## src/rtl/axi_lite_pkg.sv

```systemverilog
// Shared definitions for the AXI4-Lite MMIO bridge: response codes, MMIO
// register offsets and FSM state encodings.
package axi_lite_pkg;

  localparam logic [1:0] RESP_OKAY   = 2'b00;
  localparam logic [1:0] RESP_SLVERR = 2'b10;

  // Byte offsets inside the MMIO window
  localparam int unsigned CTRL_OFF     = 32'h000;
  localparam int unsigned SNAP_OFF     = 32'h004;
  localparam int unsigned CNT_BASE_OFF = 32'h040;

  typedef enum logic [1:0] {
    W_IDLE,
    W_EXEC,
    W_RESP
  } wr_state_e;

  typedef enum logic [1:0] {
    R_IDLE,
    R_EXEC,
    R_WAIT,
    R_RESP
  } rd_state_e;

  function automatic logic [1:0] resp_of(input logic err);
    return err ? RESP_SLVERR : RESP_OKAY;
  endfunction

endpackage

```

## src/rtl/axi_lite_mem_arb.sv

```systemverilog
// Two-requester round-robin arbiter for the shared memory port.
// A lone requester is granted at once; on a tie the side opposite the
// last grant wins. Priority starts on the write side.
module axi_lite_mem_arb (
  input  logic S_AXI_ACLK,
  input  logic S_AXI_ARESET,
  input  logic wr_req,
  input  logic rd_req,
  output logic wr_gnt,
  output logic rd_gnt
);

  logic prio_wr;

  // Grant decode; the two grants are mutually exclusive by construction
  always_comb begin
    wr_gnt = wr_req && (!rd_req || prio_wr);
    rd_gnt = rd_req && (!wr_req || !prio_wr);
  end

  // Last-grant register: favour the other side next time
  always_ff @(posedge S_AXI_ACLK or posedge S_AXI_ARESET) begin
    if (S_AXI_ARESET) begin
      prio_wr <= 1'b1;
    end else if (wr_gnt) begin
      prio_wr <= 1'b0;
    end else if (rd_gnt) begin
      prio_wr <= 1'b1;
    end
  end

endmodule

```

## src/rtl/axi_lite_mmio_bridge.sv

```systemverilog
// AXI4-Lite slave giving the ARM side access to MIPS memory (lower window)
// and to MIPS control/status registers (upper window).
module axi_lite_mmio_bridge
  import axi_lite_pkg::*;
#(
  parameter int unsigned ADDR_WIDTH     = 14,
  parameter int unsigned MEM_RD_LATENCY = 1,
  parameter int unsigned NUM_CNT        = 8,
  parameter int unsigned CNT_WIDTH      = 32
) (
  input  logic                          S_AXI_ACLK,
  input  logic                          S_AXI_ARESET,
  input  logic [ADDR_WIDTH-1:0]         S_AXI_AWADDR,
  input  logic                          S_AXI_AWVALID,
  output logic                          S_AXI_AWREADY,
  input  logic [31:0]                   S_AXI_WDATA,
  input  logic [3:0]                    S_AXI_WSTRB,
  input  logic                          S_AXI_WVALID,
  output logic                          S_AXI_WREADY,
  output logic [1:0]                    S_AXI_BRESP,
  output logic                          S_AXI_BVALID,
  input  logic                          S_AXI_BREADY,
  input  logic [ADDR_WIDTH-1:0]         S_AXI_ARADDR,
  input  logic                          S_AXI_ARVALID,
  output logic                          S_AXI_ARREADY,
  output logic [31:0]                   S_AXI_RDATA,
  output logic [1:0]                    S_AXI_RRESP,
  output logic                          S_AXI_RVALID,
  input  logic                          S_AXI_RREADY,
  output logic [ADDR_WIDTH-3:0]         AXI_Address,
  output logic [31:0]                   AXI_Write_data,
  output logic [3:0]                    AXI_Write_strb,
  output logic                          AXI_MemWrite,
  output logic                          AXI_MemRead,
  input  logic [31:0]                   AXI_Read_data,
  input  logic [NUM_CNT*CNT_WIDTH-1:0]  cnt_bus,
  output logic                          mips_rst
);

  localparam logic [1:0] RD_LAT = 2'(MEM_RD_LATENCY);

  // Write channel state
  wr_state_e             w_state, w_state_n;
  logic                  aw_held, aw_held_n, w_held, w_held_n;
  logic [ADDR_WIDTH-1:0] waddr_q, waddr_n;
  logic [31:0]           wdata_q, wdata_n;
  logic [3:0]            wstrb_q, wstrb_n;
  logic                  awready_q, awready_n, wready_q, wready_n;
  logic                  bvalid_q, bvalid_n;
  logic [1:0]            bresp_q, bresp_n;

  // Read channel state
  rd_state_e             r_state, r_state_n;
  logic [ADDR_WIDTH-1:0] raddr_q, raddr_n;
  logic                  arready_q, arready_n, rvalid_q, rvalid_n;
  logic [1:0]            rresp_q, rresp_n;
  logic [31:0]           rdata_q, rdata_n;
  logic [1:0]            wait_cnt, wait_cnt_n;

  // MMIO registers
  logic                  mips_rst_q;
  logic [CNT_WIDTH-1:0]  shadow [NUM_CNT];

  // Decode and arbitration
  logic                  w_is_mmio, r_is_mmio;
  logic [31:0]           w_off, r_off;
  logic                  w_hit_ctrl, w_hit_snap, w_mmio_go;
  logic [31:0]           r_mmio_data;
  logic                  r_mmio_err;
  logic                  wr_req, rd_req, wr_gnt, rd_gnt;
  logic                  unused_addr_bits;

  assign unused_addr_bits = ^{waddr_q[1:0], raddr_q[1:0]};

  assign w_is_mmio  = waddr_q[ADDR_WIDTH-1];
  assign r_is_mmio  = raddr_q[ADDR_WIDTH-1];
  assign w_off      = 32'({waddr_q[ADDR_WIDTH-2:2], 2'b00});
  assign r_off      = 32'({raddr_q[ADDR_WIDTH-2:2], 2'b00});
  assign w_hit_ctrl = (w_off == CTRL_OFF);
  assign w_hit_snap = (w_off == SNAP_OFF);
  assign w_mmio_go  = (w_state == W_EXEC) && w_is_mmio;

  assign wr_req = (w_state == W_EXEC) && !w_is_mmio;
  assign rd_req = (r_state == R_EXEC) && !r_is_mmio;

  axi_lite_mem_arb u_arb (
    .S_AXI_ACLK   (S_AXI_ACLK),
    .S_AXI_ARESET (S_AXI_ARESET),
    .wr_req       (wr_req),
    .rd_req       (rd_req),
    .wr_gnt       (wr_gnt),
    .rd_gnt       (rd_gnt)
  );

  // Memory port: driven only by the granted side, idle value zero
  always_comb begin
    AXI_MemWrite   = wr_gnt;
    AXI_MemRead    = rd_gnt;
    AXI_Address    = '0;
    AXI_Write_data = '0;
    AXI_Write_strb = '0;
    if (wr_gnt) begin
      AXI_Address    = waddr_q[ADDR_WIDTH-2:2];
      AXI_Write_data = wdata_q;
      AXI_Write_strb = wstrb_q;
    end else if (rd_gnt) begin
      AXI_Address    = raddr_q[ADDR_WIDTH-2:2];
    end
  end

  // MMIO read mux; anything unmapped reports an error with zero data
  always_comb begin
    r_mmio_data = '0;
    r_mmio_err  = 1'b1;
    if (r_off == CTRL_OFF) begin
      r_mmio_data = {31'b0, ~mips_rst_q};
      r_mmio_err  = 1'b0;
    end else if (r_off == SNAP_OFF) begin
      r_mmio_err  = 1'b0;
    end else begin
      for (int unsigned i = 0; i < NUM_CNT; i++) begin
        if (r_off == CNT_BASE_OFF + 32'd4 * i) begin
          r_mmio_data = 32'(shadow[i]);
          r_mmio_err  = 1'b0;
        end
      end
    end
  end

  // Write FSM next state: AW and W are captured independently in idle
  always_comb begin
    w_state_n = w_state;
    aw_held_n = aw_held;
    w_held_n  = w_held;
    waddr_n   = waddr_q;
    wdata_n   = wdata_q;
    wstrb_n   = wstrb_q;
    bvalid_n  = bvalid_q;
    bresp_n   = bresp_q;
    unique case (w_state)
      W_IDLE: begin
        if (S_AXI_AWVALID && awready_q) begin
          aw_held_n = 1'b1;
          waddr_n   = S_AXI_AWADDR;
        end
        if (S_AXI_WVALID && wready_q) begin
          w_held_n = 1'b1;
          wdata_n  = S_AXI_WDATA;
          wstrb_n  = S_AXI_WSTRB;
        end
        if (aw_held_n && w_held_n) begin
          w_state_n = W_EXEC;
          aw_held_n = 1'b0;
          w_held_n  = 1'b0;
        end
      end
      W_EXEC: begin
        if (w_is_mmio) begin
          bvalid_n  = 1'b1;
          bresp_n   = resp_of(!(w_hit_ctrl || w_hit_snap));
          w_state_n = W_RESP;
        end else if (wr_gnt) begin
          bvalid_n  = 1'b1;
          bresp_n   = RESP_OKAY;
          w_state_n = W_RESP;
        end
      end
      W_RESP: begin
        if (S_AXI_BREADY) begin
          bvalid_n  = 1'b0;
          w_state_n = W_IDLE;
        end
      end
      default: w_state_n = W_IDLE;
    endcase
    // Ready outputs are registered, so they are derived from next state
    awready_n = (w_state_n == W_IDLE) && !aw_held_n;
    wready_n  = (w_state_n == W_IDLE) && !w_held_n;
  end

  // Write FSM registers
  always_ff @(posedge S_AXI_ACLK or posedge S_AXI_ARESET) begin
    if (S_AXI_ARESET) begin
      w_state   <= W_IDLE;
      aw_held   <= 1'b0;
      w_held    <= 1'b0;
      waddr_q   <= '0;
      wdata_q   <= '0;
      wstrb_q   <= '0;
      awready_q <= 1'b0;
      wready_q  <= 1'b0;
      bvalid_q  <= 1'b0;
      bresp_q   <= RESP_OKAY;
    end else begin
      w_state   <= w_state_n;
      aw_held   <= aw_held_n;
      w_held    <= w_held_n;
      waddr_q   <= waddr_n;
      wdata_q   <= wdata_n;
      wstrb_q   <= wstrb_n;
      awready_q <= awready_n;
      wready_q  <= wready_n;
      bvalid_q  <= bvalid_n;
      bresp_q   <= bresp_n;
    end
  end

  // Read FSM next state: memory reads wait out the read latency
  always_comb begin
    r_state_n  = r_state;
    raddr_n    = raddr_q;
    rvalid_n   = rvalid_q;
    rresp_n    = rresp_q;
    rdata_n    = rdata_q;
    wait_cnt_n = wait_cnt;
    unique case (r_state)
      R_IDLE: begin
        if (S_AXI_ARVALID && arready_q) begin
          raddr_n   = S_AXI_ARADDR;
          r_state_n = R_EXEC;
        end
      end
      R_EXEC: begin
        if (r_is_mmio) begin
          rdata_n   = r_mmio_data;
          rresp_n   = resp_of(r_mmio_err);
          rvalid_n  = 1'b1;
          r_state_n = R_RESP;
        end else if (rd_gnt) begin
          if (MEM_RD_LATENCY == 0) begin
            rdata_n   = AXI_Read_data;
            rresp_n   = RESP_OKAY;
            rvalid_n  = 1'b1;
            r_state_n = R_RESP;
          end else begin
            wait_cnt_n = 2'd1;
            r_state_n  = R_WAIT;
          end
        end
      end
      R_WAIT: begin
        if (wait_cnt == RD_LAT) begin
          rdata_n   = AXI_Read_data;
          rresp_n   = RESP_OKAY;
          rvalid_n  = 1'b1;
          r_state_n = R_RESP;
        end else begin
          wait_cnt_n = wait_cnt + 2'd1;
        end
      end
      R_RESP: begin
        if (S_AXI_RREADY) begin
          rvalid_n  = 1'b0;
          r_state_n = R_IDLE;
        end
      end
      default: r_state_n = R_IDLE;
    endcase
    arready_n = (r_state_n == R_IDLE);
  end

  // Read FSM registers
  always_ff @(posedge S_AXI_ACLK or posedge S_AXI_ARESET) begin
    if (S_AXI_ARESET) begin
      r_state   <= R_IDLE;
      raddr_q   <= '0;
      arready_q <= 1'b0;
      rvalid_q  <= 1'b0;
      rresp_q   <= RESP_OKAY;
      rdata_q   <= '0;
      wait_cnt  <= '0;
    end else begin
      r_state   <= r_state_n;
      raddr_q   <= raddr_n;
      arready_q <= arready_n;
      rvalid_q  <= rvalid_n;
      rresp_q   <= rresp_n;
      rdata_q   <= rdata_n;
      wait_cnt  <= wait_cnt_n;
    end
  end

  // MMIO register writes: CTRL reset bit and coherent counter snapshot
  always_ff @(posedge S_AXI_ACLK or posedge S_AXI_ARESET) begin
    if (S_AXI_ARESET) begin
      mips_rst_q <= 1'b1;
      for (int unsigned i = 0; i < NUM_CNT; i++) begin
        shadow[i] <= '0;
      end
    end else if (w_mmio_go) begin
      if (w_hit_ctrl && wstrb_q[0]) begin
        mips_rst_q <= ~wdata_q[0];
      end
      if (w_hit_snap && wstrb_q[0] && wdata_q[0]) begin
        for (int unsigned i = 0; i < NUM_CNT; i++) begin
          shadow[i] <= cnt_bus[i*CNT_WIDTH +: CNT_WIDTH];
        end
      end
    end
  end

  assign S_AXI_AWREADY = awready_q;
  assign S_AXI_WREADY  = wready_q;
  assign S_AXI_BVALID  = bvalid_q;
  assign S_AXI_BRESP   = bresp_q;
  assign S_AXI_ARREADY = arready_q;
  assign S_AXI_RVALID  = rvalid_q;
  assign S_AXI_RRESP   = rresp_q;
  assign S_AXI_RDATA   = rdata_q;
  assign mips_rst      = mips_rst_q;

endmodule
```

## config.mk

```make
export PLATFORM = sky130hd
export DESIGN_NAME = axi_lite_mmio_bridge
export DESIGN_NICKNAME = d
export VERILOG_FILES = /design/src/rtl/axi_lite_pkg.sv /design/src/rtl/axi_lite_mem_arb.sv /design/src/rtl/axi_lite_mmio_bridge.sv
export SDC_FILE = /design/constraint.sdc
export NUM_CORES = 1
export LEC_CHECK = 0
export ABC_AREA = 1
export CAP_MARGIN = 20
export CORE_ASPECT_RATIO = 1.75
export CORE_UTILIZATION = 49
export DETAILED_ROUTE_END_ITERATION = 6
export PLACE_DENSITY = 0.81
export SYNTH_ARGS = -nofsm -noshare
export SYNTH_HDL_FRONTEND = slang
export SYNTH_SLANG_ARGS = --single-unit
export TNS_END_PERCENT = 30
```

## constraint.sdc

```tcl
create_clock -name S_AXI_ACLK -period 13.7 [get_ports S_AXI_ACLK]
set_input_delay 1.37 -clock S_AXI_ACLK [delete_from_list [all_inputs] [get_ports S_AXI_ACLK]]
set_output_delay 1.37 -clock S_AXI_ACLK [all_outputs]
set_load 0.01 [all_outputs]
```

======== After elaboration in Yosys (flattened, before gate mapping) ========
Index checks and enable logic that the tools add are counted.
storage, ports and cells
  input bits .............................. 359
  output and inout bits ................... 92
  flip-flop bits (word level) ............. 371
  word-level logic and storage cells ...... 166
cells by class
  equal/unequal tests ..................... 24
  reduce and logical (&&, ||, !) cells .... 45
  add/subtract/negate cells ............... 1
  muxes and demuxes ....................... 67
  bitwise operators ....................... 2
operators with widths
  cell                                                                    count
  32-bit 2-to-1 mux                                                       13
  11-bit by 5-bit equality test with 1-bit output, second input constant  8
  32-bit logical NOT                                                      2
  32-bit case mux with 2 select lines                                     1
  2-bit 2-to-1 mux                                                        18
  1-bit 2-to-1 mux                                                        26
  11-bit by 1-bit equality test with 1-bit output, second input constant  2
  11-bit 2-to-1 mux                                                       2
  1-bit logical AND                                                       14
  2-bit != test, second input constant                                    7
  2-bit AND reduction                                                     6
  2-bit logical NOT                                                       4
  2-bit case mux with 2 select lines                                      2
  2-bit case mux with 4 select lines                                      1
  4-bit AND reduction                                                     2
  2-bit nonzero test                                                      4
  1-bit logical NOT                                                       7
  2-bit by 1-bit equality test with 1-bit output, second input constant   3
  2-bit equality test, second input constant                              3
  2-bit case mux with 3 select lines                                      1
  3-bit AND reduction                                                     2
  4-bit 2-to-1 mux                                                        1
  1-bit logical OR                                                        3
  3-bit != test, second input constant                                    1
  other kinds (5)                                                         6

======== Longest topological paths before layout ========
  depth in word-level cells ............... 14
  gate-level depth with buffers ........... 15
  depth with buffers taken out ............ 14

======== Modules after synthesis ========
A second synthesis with hierarchy kept.
second synthesis, totals
  cells, all modules ...................... 1766
  area, all modules ....................... 17315.4 um^2
modules (own cells, without submodules)
  module                cells each  times used  area an instance (um^2)
  axi_lite_mmio_bridge  1754        1           17246.5
  axi_lite_mem_arb      12          1           68.8

======== Worst setup path before layout ========
No wires, ideal clock.
  path type ............................... register -> output
  from .................................... reg w_state[1]
  to ...................................... out AXI_Address[4]
  buffers on the path ..................... 1
  path slack .............................. 10.835 ns
  arrival time ............................ 1.495 ns
  stages on the path, launching flop included .. 10
  data required time ...................... 12.330 ns
  cells stage by stage .................... dfrtp_1 > inv_1 > nand2_1 > nor2_1 > inv_1 > o21ai_0 > nor2_1 > inv_1 > clkbuf_1 > o21ai_0
on the way
  cells in the longest elaborated chain, start to end .. 7
  elaborated cells on any way between the ends .. 8
  those cells by class .................... eq/ne: 1; mux: 2; reduce/logical: 5
ends and longest elaborated chain
  item                                            line                         source
  start, declared                                 axi_lite_mmio_bridge.sv:43   wr_state_e w_state, w_state_n;
  start signal, assigned                          axi_lite_mmio_bridge.sv:195  w_state <= w_state_n;
  2-bit by 1-bit equality test with 1-bit output  axi_lite_mmio_bridge.sv:83   assign wr_req = (w_state == W_EXEC) && !w_is_mmio;
  1-bit logical AND                               axi_lite_mmio_bridge.sv:83
  1-bit logical NOT                               axi_lite_mem_arb.sv:18       rd_gnt = rd_req && (!wr_req || !prio_wr);
  1-bit logical OR                                axi_lite_mem_arb.sv:18
  1-bit logical AND                               axi_lite_mem_arb.sv:18
  named net AXI_MemRead                           axi_lite_mmio_bridge.sv:34   output logic AXI_MemRead,
  11-bit 2-to-1 mux                               axi_lite_mmio_bridge.sv:106  end else if (rd_gnt) begin
  11-bit 2-to-1 mux                               axi_lite_mmio_bridge.sv:102  if (wr_gnt) begin
  end, declared                                   axi_lite_mmio_bridge.sv:30   output logic [ADDR_WIDTH-3:0] AXI_Address,
The timed path passes the listed nets, and every way through them passes these cells.

======== Worst setup path in the final report ========
  from .................................... reg w_state[1]
  to ...................................... out AXI_Address[3]
on the way
  cells in the longest elaborated chain, start to end .. 7
  elaborated cells on any way between the ends .. 8
  those cells by class .................... eq/ne: 1; mux: 2; reduce/logical: 5
ends and longest elaborated chain
  item                                              line
  2-bit by 1-bit equality test with 1-bit output *  axi_lite_mmio_bridge.sv:83
  1-bit logical AND *                               axi_lite_mmio_bridge.sv:83
  1-bit logical NOT                                 axi_lite_mem_arb.sv:18
  1-bit logical OR                                  axi_lite_mem_arb.sv:18
  1-bit logical AND                                 axi_lite_mem_arb.sv:18
  11-bit 2-to-1 mux                                 axi_lite_mmio_bridge.sv:106
  11-bit 2-to-1 mux *                               axi_lite_mmio_bridge.sv:102
Every way passes the cells marked *; elsewhere a longest branch is shown, timed or not.

==> run_summary.xml <==
<?xml version="1.0" encoding="UTF-8"?>
<metrics>
  <group name="die">
    <metric name="design.core.area" unit="mm²">0.0345</metric>
    <metric name="num_io_pins" unit="">451</metric>
    <metric name="chipHeight" unit="µm">249</metric>
    <metric name="full_die_area" unit="mm²">0.0357</metric>
    <metric name="rows" unit="">90</metric>
    <metric name="starting_density" unit="">0.496</metric>
    <metric name="die-width" unit="µm">143</metric>
  </group>
  <group name="finish">
    <metric name="area.growth.synth_to_final" unit="%">34.2</metric>
    <metric name="postLayoutCoreUtil" unit="">0.666</metric>
    <metric name="final_common_cell" unit="">clkdlybuf4s50_1</metric>
    <metric name="layout-drive-gt1-share" unit="">0.170</metric>
    <metric name="leading_cell_types_in_the_layout_fill_and_taps_excluded" unit="">443 x clkdlybuf4s50_1, 393 x nand2_1, 363 x dfrtp_1</metric>
    <metric name="postLayoutCellArea" unit="mm²">0.0229</metric>
    <metric name="total_nets_final" unit="">2517</metric>
  </group>
  <group name="pwr">
    <metric name="power_density" unit="mW/mm²">145</metric>
    <metric name="max-vdd-ir-drop" unit="µV">92.4</metric>
    <metric name="p_leak" unit="nW">10.2</metric>
  </group>
  <group name="sta">
    <metric name="final_critical_path_setup_slack" unit="ns">9.60</metric>
    <metric name="grt_setup_unrepaired" unit="">false</metric>
    <metric name="setup_tns" unit="ns">0</metric>
    <metric name="finalHoldViolations" unit="">0</metric>
    <metric name="finalSetupViolations" unit="">0</metric>
    <metric name="worst-slew-pin-transition" unit="ns">1.11</metric>
    <metric name="finalMaxSlewViolations" unit="">0</metric>
    <metric name="timing.clock.skew" unit="ns">0.0123</metric>
    <metric name="min_period" unit="ns">4.10</metric>
    <metric name="hold_slack" unit="ns">0.494</metric>
    <metric name="fmax" unit="MHz">244</metric>
    <metric name="fin_crit_sh" unit="">0.300</metric>
    <metric name="slew_headroom" unit="">0.257</metric>
  </group>
  <group name="logic_synthesis">
    <metric name="synth_area_per_cell" unit="µm²">9.71</metric>
    <metric name="netlist-cell-type-count" unit="">41</metric>
    <metric name="post_synth_fa_ha_maj_area_fraction" unit="">0.000732</metric>
    <metric name="post_synth_inst_count" unit="">1760</metric>
    <metric name="synth.ff_latch_count" unit="">365</metric>
    <metric name="yosys.area_share.xor_xnor" unit="">0</metric>
    <metric name="post_synthesis_compound_gate_area_fraction" unit="">0.0694</metric>
    <metric name="yosysWarnings" unit="">0</metric>
    <metric name="combinational_family_with_the_most_area_after_synthesis" unit="">simple AND/OR/NAND/NOR gates</metric>
    <metric name="synth-seq-area-share" unit="">0.535</metric>
    <metric name="ys_top_cells_by_area" unit="">dfrtp_1 53%, mux2_2 17%, nand2_1 8.6%</metric>
    <metric name="synth_simple_gate_area_share" unit="">0.171</metric>
    <metric name="post-synth-top-area-fraction" unit="">0.531</metric>
    <metric name="top_cell_type_by_total_area_after_synthesis" unit="">dfrtp_1</metric>
    <metric name="post_synth_mux_area_share" unit="">0.169</metric>
    <metric name="netlist_area_pre_place" unit="mm²">0.0171</metric>
  </group>
  <group name="global_route">
    <metric name="grt_first_pass_wirelength" unit="mm">82.6</metric>
    <metric name="globalRouteTotalUtil" unit="">0.314</metric>
    <metric name="maximum_number_of_pins_on_one_net_before_global_route_repair" unit="">152</metric>
    <metric name="grt.met1_usage" unit="">0.320</metric>
    <metric name="globalRouteMet2Util" unit="">0.535</metric>
    <metric name="number_of_global_route_vias_before_repair" unit="">14900</metric>
    <metric name="grt.met3_usage" unit="">0.0642</metric>
    <metric name="global_route.peak_usage_layer" unit="">met2</metric>
    <metric name="globalRoute.totalOverflow" unit="">0</metric>
    <metric name="initial_antenna_violation_count" unit="">25</metric>
  </group>
  <group name="setup_path">
    <metric name="arrival_time_worst_endpoint" unit="ns">2.73</metric>
    <metric name="worst-setup-path-type" unit="">reg -&gt; out</metric>
    <metric name="worst_setup_path_end_kind" unit="">primary output</metric>
    <metric name="cp_max_fo" unit="">13</metric>
    <metric name="critPathLaunch" unit="">w_state[1]</metric>
    <metric name="regToRegStartpoint" unit="">raddr_q[9]</metric>
    <metric name="reg2reg_to" unit="">S_AXI_RDATA[25]</metric>
    <metric name="reg2regPathDepth" unit="">12</metric>
    <metric name="timing.critical_path.from_type" unit="">flop</metric>
    <metric name="reg2reg_slack" unit="ns">10.21</metric>
    <metric name="required" unit="ns">12.33</metric>
    <metric name="crit_path_end" unit="">AXI_Address[3]</metric>
  </group>
  <group name="detailed_routing">
    <metric name="mean_number_of_vias_per_cell" unit="">5.35</metric>
    <metric name="detail_route.iter0.violations" unit="">769</metric>
    <metric name="drt_pass1_iterations" unit="">5</metric>
    <metric name="drcViolationCount" unit="">0</metric>
    <metric name="routed_wire_length_per_instance" unit="µm">20.8</metric>
    <metric name="postRouteWirelength" unit="mm">55.4</metric>
    <metric name="via_count" unit="">14300</metric>
    <metric name="ant_nets" unit="">0</metric>
  </group>
  <group name="clocking">
    <metric name="clock_latency_at_the_later_pin_of_the_worst_skew_pair" unit="ns">0.53</metric>
    <metric name="cts_made_buffers" unit="">35</metric>
    <metric name="ctsRootBufferMaster" unit="">clkbuf_16</metric>
    <metric name="cts.repair.resized" unit="">0</metric>
    <metric name="cts_tree" unit="">done</metric>
    <metric name="clk_transition_reported_paths" unit="ns">0.06</metric>
    <metric name="number_of_buffers_inserted_by_hold_repair_at_cts" unit="">0</metric>
    <metric name="cts.htree.levels" unit="">2</metric>
    <metric name="ctsLongestPathBuffers" unit="">3</metric>
    <metric name="cts.repair_timing.setup_buffer_count" unit="">0</metric>
    <metric name="cts_num_sinks" unit="">365</metric>
  </group>
  <group name="placed_design">
    <metric name="detailed_place.area" unit="mm²">0.0217</metric>
    <metric name="pre_cts_slack" unit="ns">9.08</metric>
    <metric name="port_buffers" unit="">443</metric>
    <metric name="globalplace.congestion" unit="">0.903</metric>
    <metric name="total_half_perimeter_wirelength_after_legalization_and_detailed_placement" unit="mm">41.0</metric>
  </group>
  <group name="flow_run">
    <metric name="timing.max_cap.violations" unit="">0</metric>
  </group>
  <group name="worst_hold_path">
    <metric name="timing.hold.worst.class" unit="">reg -&gt; reg</metric>
  </group>
  <group name="run_status">
    <metric name="status" unit="">finished, final reports clean</metric>
  </group>
</metrics>
[cell type report]
type                    count  area (µm²)
clock inverters             7        62.6
flip-flops and latches    365        9140
fillers                  2686       11500
multi-input cells        1176        7020
inverters                 122         465
repair buffers            457        4580
well taps                 460         576
clock buffers              55        1040
diodes                     24        60.1
[kinds of logic after synthesis]
kind of cell    count (synthesis)
simple gates                  687
flops                         365
mux                           256
compound gates                229
buf+inv                       221
fa+ha+maj                       1
other cells                     1
[flip-flops by register name, indices dropped and copies added (netlist names), 2 cells and up]
name and count:
raddr_q 12, w_state 2, wdata_q 32, wait_cnt 2, shadow 256, r_state 2
waddr_q 12, S_AXI_RDATA 32, wstrb_q 4
[metrics by stage]
step	instances	power (mW)
floorplan	1762	1.92
global placement	2578	2.34
detailed placement	2578	2.38
CTS	2640	3.34
global route	2666	3.50
finish	2666	3.33
[how the worst min path moves through the flow]
stage	cells past startpoint	slack, ns	endpoint	from
after global placement	2	0.46	S_AXI_RVALID	S_AXI_RVALID
after global routing	1	0.51	shadow[76]	shadow[76]
final	2	0.49	S_AXI_RRESP[1]	S_AXI_RRESP[1]
after floorplan	1	0.46	wait_cnt[0]	wait_cnt[0]
after detailed placement	2	0.48	S_AXI_RRESP[1]	S_AXI_RRESP[1]
after CTS	2	0.49	S_AXI_RRESP[1]	S_AXI_RRESP[1]
[Yosys cell counts (all sizes together)]
cell / number
o31ai: 2
a21oi: 105
o2111ai: 2
or2: 3
nor2: 165
mux2: 256
nand3: 73
o21a: 1
o22ai: 7
buf: 63
conb: 1
nor4: 1
nand2: 401
clkbuf: 36
o21ai: 109
o221ai: 1
nand4: 6
a31oi: 1
nor3b: 1
nor3: 36
dfstp: 2
clkinv: 2
inv: 120
o211ai: 1
nand3b: 1
dfrtp: 363
ha: 1
[worst max-delay path, stage by stage (launching register included)]
cell	delay [ns]
dfrtp_1	0.39
inv_1	0.09
nand2_1	0.08
nor2_1	0.18
inv_1	0.10
o21ai_0	0.21
nor2_1	0.09
inv_1	0.33
o22ai_1	0.22
clkdlybuf4s50_1	0.52
[metal layers]
metal,up-vias,part of all wire
met5,-,0.00020
met4,2,0.089
li1,6579,-
met2,611,0.51
met3,197,0.072
met1,6872,0.33
[power breakdown]
group          switching (mW)  leakage, nW  internal (mW)
registers               0.102         4.28           1.28
clock network           0.407        0.541          0.543
logic                   0.563         5.35          0.432
total                    1.07         10.2           2.25
No activity file was read; power rests on OpenSTA's default activity.
